### config.mk
export PLATFORM = sky130hd
export DESIGN_NAME = mixed_nested_packer
export DESIGN_NICKNAME = d
export VERILOG_FILES = /design/src/rtl/mixed_nested_packer.sv
export SDC_FILE = /design/constraint.sdc
export NUM_CORES = 1
export LEC_CHECK = 0
export BUFFER_PORTS_ARGS = -buffer_cell sky130_fd_sc_hd__buf_4
export CORE_ASPECT_RATIO = 1.25
export CORE_MARGIN = 2
export CORE_UTILIZATION = 30
export DETAILED_ROUTE_END_ITERATION = 10
export GPL_ROUTABILITY_DRIVEN = 0
export MAX_ROUTING_LAYER = met4
export PLACE_DENSITY = 0.58
export SETUP_SLACK_MARGIN = 0.15
export SYNTH_ARGS = -nofsm -noshare
export SYNTH_HDL_FRONTEND = slang
export SYNTH_SLANG_ARGS = --single-unit
### constraint.sdc
create_clock -name clk -period 3.5 [get_ports clk]
set_input_delay 0.7 -clock clk [delete_from_list [all_inputs] [get_ports clk]]
set_output_delay 0.7 -clock clk [all_outputs]
set_load 0.01 [all_outputs]
### src/rtl/mixed_nested_packer.sv
// mixed_nested_packer
// -------------------
// Width-up packer: gathers RATIO consecutive IN_UNITS-wide beats into one
// OUT_UNITS-wide word. A beat flagged in_last flushes a partial word. Unfilled
// lanes of that word are zero and their keep bits are clear.
// The default sizes (1 unit in, 2 units out) mirror the producer/consumer word
// sizes DSIZE=1 and DSIZE2=2 used by the surrounding stages.
//
// Ports
//   clk        sole clock, all state updates on the rising edge
//   rst        synchronous active-high reset
//   in_valid   input beat present
//   in_ready   packer accepts the beat this cycle (combinational from out_ready)
//   in_data    input beat, IN_UNITS*UNIT_BITS bits
//   in_last    final beat of a packet, forces a flush
//   out_valid  output word present
//   out_ready  consumer accepts the output word
//   out_data   packed word, lane 0 at the LSBs
//   out_keep   one valid bit per lane
//   out_last   word carries the packet's final beat
module mixed_nested_packer #(
  parameter int UNIT_BITS = 8,
  parameter int IN_UNITS  = 1,
  parameter int OUT_UNITS = 2
) (
  input  logic                                clk,
  input  logic                                rst,
  input  logic                                in_valid,
  output logic                                in_ready,
  input  logic [IN_UNITS*UNIT_BITS-1:0]       in_data,
  input  logic                                in_last,
  output logic                                out_valid,
  input  logic                                out_ready,
  output logic [OUT_UNITS*UNIT_BITS-1:0]      out_data,
  output logic [OUT_UNITS/IN_UNITS-1:0]       out_keep,
  output logic                                out_last
);

  localparam int RATIO = OUT_UNITS / IN_UNITS;
  localparam int IW    = IN_UNITS * UNIT_BITS;
  localparam int OW    = OUT_UNITS * UNIT_BITS;
  localparam int LCW   = (RATIO > 1) ? $clog2(RATIO) : 1;

  generate
    if ((OUT_UNITS % IN_UNITS) != 0 || OUT_UNITS < IN_UNITS) begin : g_bad_cfg
      $error("mixed_nested_packer: OUT_UNITS must be a non-zero multiple of IN_UNITS");
    end
  endgenerate

  logic [LCW-1:0]   lane_cnt_reg, lane_cnt_next;
  logic [OW-1:0]    acc_data_reg, acc_data_next;
  logic [RATIO-1:0] acc_keep_reg, acc_keep_next;
  logic [OW-1:0]    out_data_reg, out_data_next;
  logic [RATIO-1:0] out_keep_reg, out_keep_next;
  logic             out_last_reg, out_last_next;
  logic             out_valid_reg, out_valid_next;

  logic [OW-1:0]    merged_data;
  logic [RATIO-1:0] merged_keep;
  logic             accept;
  logic             complete;

  // A held word blocks intake; a word being drained this cycle frees the slot.
  assign in_ready = !rst && (!out_valid_reg || out_ready);
  assign accept   = in_valid && in_ready;
  assign complete = accept && (in_last || lane_cnt_reg == LCW'(RATIO - 1));

  // Accumulator merged with the current beat. Lanes above lane_cnt are still
  // zero in the accumulator, so a flushed partial word comes out zero-padded.
  genvar gi;
  generate
    for (gi = 0; gi < RATIO; gi++) begin : g_lane
      logic hit;
      assign hit = (lane_cnt_reg == LCW'(gi));
      assign merged_data[gi*IW +: IW] = hit ? in_data : acc_data_reg[gi*IW +: IW];
      assign merged_keep[gi]          = hit | acc_keep_reg[gi];
    end
  endgenerate

  always_comb begin
    lane_cnt_next  = lane_cnt_reg;
    acc_data_next  = acc_data_reg;
    acc_keep_next  = acc_keep_reg;
    out_data_next  = out_data_reg;
    out_keep_next  = out_keep_reg;
    out_last_next  = out_last_reg;
    out_valid_next = out_valid_reg;

    if (out_valid_reg && out_ready) begin
      out_valid_next = 1'b0;
    end

    if (complete) begin
      // A load in the same cycle as a drain overrides the clear above.
      out_data_next  = merged_data;
      out_keep_next  = merged_keep;
      out_last_next  = in_last;
      out_valid_next = 1'b1;
      lane_cnt_next  = '0;
      acc_data_next  = '0;
      acc_keep_next  = '0;
    end else if (accept) begin
      lane_cnt_next = lane_cnt_reg + LCW'(1);
      acc_data_next = merged_data;
      acc_keep_next = merged_keep;
    end
  end

  always_ff @(posedge clk) begin
    if (rst) begin
      lane_cnt_reg  <= '0;
      acc_data_reg  <= '0;
      acc_keep_reg  <= '0;
      out_data_reg  <= '0;
      out_keep_reg  <= '0;
      out_last_reg  <= 1'b0;
      out_valid_reg <= 1'b0;
    end else begin
      lane_cnt_reg  <= lane_cnt_next;
      acc_data_reg  <= acc_data_next;
      acc_keep_reg  <= acc_keep_next;
      out_data_reg  <= out_data_next;
      out_keep_reg  <= out_keep_next;
      out_last_reg  <= out_last_next;
      out_valid_reg <= out_valid_next;
    end
  end

  assign out_valid = out_valid_reg;
  assign out_data  = out_data_reg;
  assign out_keep  = out_keep_reg;
  assign out_last  = out_last_reg;

endmodule

==> impl_results.md, run 1 <==
* # hold bufs at CTS at 0
* Worst setup SP type: input port
* Peak VDD IR at 0.202 mV
* Setup WS pre-CTS at 1360 ps
* Clock Sinks at 39
* Global-route wire length before repair at 5.71 mm
* Crit path max fanout at 14
* DP HPWL at 2.25 mm
* Clock root cell: clkbuf_8
* Cell Chain, Critical Path: buf_4 > nor2b_1 > buf_4 > nor2_1 > buf_4
* IO buf count at 33
* Slew HR at 0.600
* Source of the critical timing path: out_ready
* Initial Util at 0.313
* Core area at 4760 um^2
* CTS buffer count at 5
* Synthesized flop and latch total at 39
* Tmin final at 2010 ps
* Crit share post-route at 0.573
* Skew-Pair Late Insertion Delay at 280 ps
* Initial antenna violation count at 0
* Status: completed
* Vias in the first global route at 1163
* RSZ-0062 raised after global routing: no
* Synthesized area at 1490 um^2
* Critical path class: input port to output pin
* Hold Slack at 461 ps
* Vias per inst at 4.94
* Final Setup Violations at 0
* Vias at 1147
* Final wirelength at 3.31 mm
* Die H at 82.8 um
* Post-Syn Nets at 153
* Area Overhead vs Synth at 23.9%
* GRT Total Usage at 0.134
* Largest net degree at the start of global routing at 26
* Final #Nets at 184
* Setup Buffers After CTS at 0
* Sequential area share after synthesis at 0.524
* Cell mode on critical path: buf_4
* Slew Viols, Final at 0
* Synth unique cells at 25
* Rows at 28
* CP peak stage delay at 200 ps
* GR Overflow Total at 0
* Syn. warnings at 0
* Post-cts resize count at 0
* Post-Synthesis Cells at 140
* Crit path DAT at 1310 ps
* Syn Area/Cell at 10.6 um^2
* CTS tree: done
* Worst Tran Pin Value at 600 ps
* First-pass DRT Iterations at 4
* Fin Clk Skew at 4.79 ps
* Final worst setup slack at 1490 ps
* Most frequent cells in the layout: 39 x dfxtp_1, 35 x buf_4, 16 x mux2i_1, 16 x o2bb2ai_1, 12 x a21oi_1
* Initial drt markers at 53
* Register-to-Register Path Depth at 4
* Commonest non-fill, non-tap cell in the layout: dfxtp_1
* Slowest cell on crit path: buf_4
* Diode count at 0
* Clock Pin Slew Worst Setup and Hold Paths at 70 ps
* Critical Path RT at 2800 ps
* Final Hold Violating Endpoints at 0
* Tot Pwr at 0.000855 W
* Power per cell area at 463 nW/um^2
* FMAX at 0.498 GHz
* MaxCap Viol Count at 0
* DRC at 0
* Worst R2R Start: g_lane[1].hit
* I/O pin count at 34
* Die W at 67.0 um
* Die area at 5550 um^2
* Routed length per instance at 14.2 um
* Fraction of layout cells with a size suffix above 1 at 0.267
* LEAKAGE at 0.695 nW
* Hold/Removal Path Class: register to register
* H-tree Lvls at 2
* Clock Tree Buf Depth at 2
* Layout fillers at 492
* CP Capture Type: output pin
* FF-to-FF setup slack at 1850 ps
* Worst R2R End: acc_data_reg[8]
* Post-route ant nets at 0
* Setup TNS at 0 ps
* Critical Path Sink: in_ready
-- per-stage QoR --
step,area [um^2],std cells,utilization
floorplan,1490,140,-
global placement,1770,224,0.371
CTS,1850,232,0.388
finish,1850,232,0.388
detailed placement,1770,224,0.371
global route,1850,232,0.388
-- worst min path at each step --
stage,from,end,slack [ps],cells after the start
finish,acc_data_reg[9],acc_data_reg[9],460,1
global route,acc_data_reg[9],acc_data_reg[9],470,1
CTS,acc_data_reg[9],acc_data_reg[9],460,1
detailed placement,acc_data_reg[10],acc_data_reg[10],440,1
global placement,acc_data_reg[13],acc_data_reg[13],440,1
floorplan,acc_data_reg[10],acc_data_reg[10],430,1
-- worst max-delay path, delay by kind of cell --
family	cells	cell delay, ps
buf+inv	3	450
simple gates	2	150
-- final cells by class --
type                    instances  area (um^2)  share of cell area
flip-flops and latches         39          781               0.423
clock inverters                 1         5.00             0.00271
clock buffers                   7         76.3              0.0413
multi-input cells              88          639               0.346
inverters                       2         7.51             0.00407
repair buffers                 35          263               0.142
well taps                      60         75.1              0.0407
-- report_power, final --
group          total (W)  switching, W  internal [W]
clock network   0.000288      0.000148      0.000140
logic           0.000100     0.0000553     0.0000451
registers       0.000466    0.00000767      0.000459
total           0.000855      0.000211      0.000644
-- cells in the mapped netlist (all sizes together) --
cell     number  area share
a31o          1      0.0059
a21oi        12       0.040
inv           2      0.0050
nor2          3      0.0092
and2          9       0.038
mux2i        16        0.11
nor2b         1      0.0042
clkbuf        3      0.0076
nand2b        1      0.0042
nand3         2      0.0067
o21ai        11       0.037
o2bb2ai      16       0.094
a31oi         2       0.018
buf           8       0.034
nor3          2      0.0067
dfxtp        39        0.52
o311a         1      0.0067
nand4         9       0.042
nand2         1      0.0025
or2           1      0.0059
-- cells by family (layout without fill, tap and decap cells) --
logic type,count (synthesis),in the layout,share of synthesized area
AOI/OAI and AO/OA,43,43,0.202
DFF,39,39,0.524
and+or+nand+nor,29,29,0.119
muxes,16,16,0.107
buffers and inverters,13,45,0.0470
-- per-layer routing --
metal | routed length (um) | part of all wire | vias to the layer above | global-route usage
li1 | - | - | 580 | -
met5 | 0 | 0 | - | -
met1 | 1480 | 0.45 | 540 | 0.169
met3 | 135 | 0.041 | 4 | 0.0325
met2 | 1640 | 0.50 | 23 | 0.201
met4 | 40 | 0.012 | 0 | 0.0631
No activity file was read; power rests on OpenSTA's default activity.
==> inputs of run 2 (changes only) <==
- PLACE_DENSITY: 0.58 -> 0.6
- clock period: 3.5 -> 1.6 ns (I/O delays scaled with it)
==> impl_results.md, run 2 (synthesis gave the netlist of run 1 again) <==
* Initial drt markers at 29
* Skew-Pair Late Insertion Delay at 290 ps
* Initial Util at 0.313
* Slew HR at 0.729
* Slew Viols, Final at 0
* RSZ-0062 raised after global routing: no
* Power per cell area at 1030 nW/um^2
* CTS tree: done
* CP peak stage delay at 320 ps
* Final Hold Violating Endpoints at 0
* GRT Total Usage at 0.136
* Crit share post-route at 0.856
* Cell Chain, Critical Path: nor2b_2 > nor2_1 > buf_4
* CP Capture Type: output pin
* Status: completed
* Slowest cell on crit path: dfxtp_1
* Hold/Removal Path Class: input port to register
* IO buf count at 33
* Critical Path RT at 1280 ps
* Crit path max-delay family: flip-flops
* Most frequent cells in the layout: 39 x dfxtp_1, 37 x buf_4, 16 x mux2i_1, 16 x o2bb2ai_1, 12 x a21oi_1
* Tot Pwr at 0.00197 W
* Register share of total power at 0.518
* Area Overhead vs Synth at 28.3%
* CTS buffer count at 5
* # hold bufs at CTS at 0
* Initial antenna violation count at 0
* Die H at 82.8 um
* Clock Tree Buf Depth at 2
* Global-route wire length before repair at 5.78 mm
* Clock root cell: clkbuf_8
* Sw frac at 0.236
* Core area at 4760 um^2
* Worst Tran Pin Value at 406 ps
* Worst R2R Start: out_valid
* Critical path class: register to output pin
* Final wirelength at 3.49 mm
* First-pass DRT Iterations at 4
* Clock Pin Slew Worst Setup and Hold Paths at 80 ps
* H-tree Lvls at 2
* Fraction of layout cells with a size suffix above 1 at 0.291
* Clock Sinks at 39
* Rows at 28
* Vias at 1196
* Final #Nets at 187
* Crit path DAT at 1050 ps
* MaxCap Viol Count at 0
* Fin Clk Skew at 11.4 ps
* Commonest non-fill, non-tap cell in the layout: dfxtp_1
* Vias in the first global route at 1216
* Peak VDD IR at 0.733 mV
* Clock power frac at 0.361
* I/O pin count at 34
* Final Setup Violations at 0
* Crit path max fanout at 3
* Worst Path Buf+Inv at 1
* Tmin final at 1370 ps
* Comb power frac at 0.121
* Routed length per instance at 14.9 um
* Setup TNS at 0 ps
* Setup Buffers After CTS at 0
* Post-route ant nets at 0
* Internal Power at 0.00151 W
* FMAX at 0.730 GHz
* Post-cts resize count at 0
* Source of the critical timing path: out_valid
* Diode count at 0
* Die area at 5550 um^2
* DRC at 0
* Vias per inst at 5.09
* Die W at 67.0 um
* DP HPWL at 2.41 mm
* LEAKAGE at 0.724 nW
* Worst setup SP type: register
* NetSw at 0.000467 W
* Largest net degree at the start of global routing at 26
* GR Overflow Total at 0
* Hold Crit Start: in_data[0]
run 2: cell types whose count changed in the layout (fill, tap and decap cells not counted):
cell	change
nor2b_2	+1
nand4_2	-1
nand4_4	+1
clkinv_2	-1
nor2b_1	-1
buf_12	+1
clkbuf_1	-1
clkbuf_8	+2
buf_4	+2
run 2: layout make-up:
class	count	area, um^2
fillers	496	2850
well taps	60	75.1
inverters	2	7.51
flip-flops and latches	39	781
repair buffers	38	298
multi-input cells	88	651
clock buffers	8	100
run 2: routing by layer:
| layer | routed length, um | global-route usage | vias to the layer above |
|---|---|---|---|
| met5 | 0 | - | - |
| met4 | 61 | 0.0482 | 0 |
| met3 | 156 | 0.0325 | 8 |
| met2 | 1710 | 0.214 | 34 |
| met1 | 1570 | 0.167 | 566 |
| li1 | - | - | 588 |
run 2: through the flow:
step                      area (um^2)  hold slack (ps)  cells  setup WS [ps]   util
after floorplan                  1490              429    140            296      -
after global placement           1800              441    227            170  0.378
after detailed placement         1800              444    227           74.5  0.378
after CTS                        1900              316    235            167  0.399
after global routing             1910              325    235            190  0.401
final                            1910              321    235            231  0.401
run 2: worst paths after layout:
path / endpoint / slack, ps / cells past startpoint
worst max-delay path: in_ready / 230 / 3
worst min register to register: acc_data_reg[12] / 460 / 1
worst min-delay path: acc_data_reg[0] / 320 / 3
worst max register to register: out_data[5] / 370 / 3
run 2: power by group through the flow:
stage	clock, W	sequential [W]	combinational (W)
floorplan	0	0.00105	0.000127
global placement	0	0.00104	0.000228
detailed placement	0	0.00104	0.000236
CTS	0.000734	0.00102	0.000238
global route	0.000784	0.00103	0.000259
finish	0.000713	0.00102	0.000239
run 2: worst register-to-register path, delay by kind of cell (launching register included):
kind	cells	cell delay [ps]
compound gates	1	240
flops	1	320
simple gates	2	590
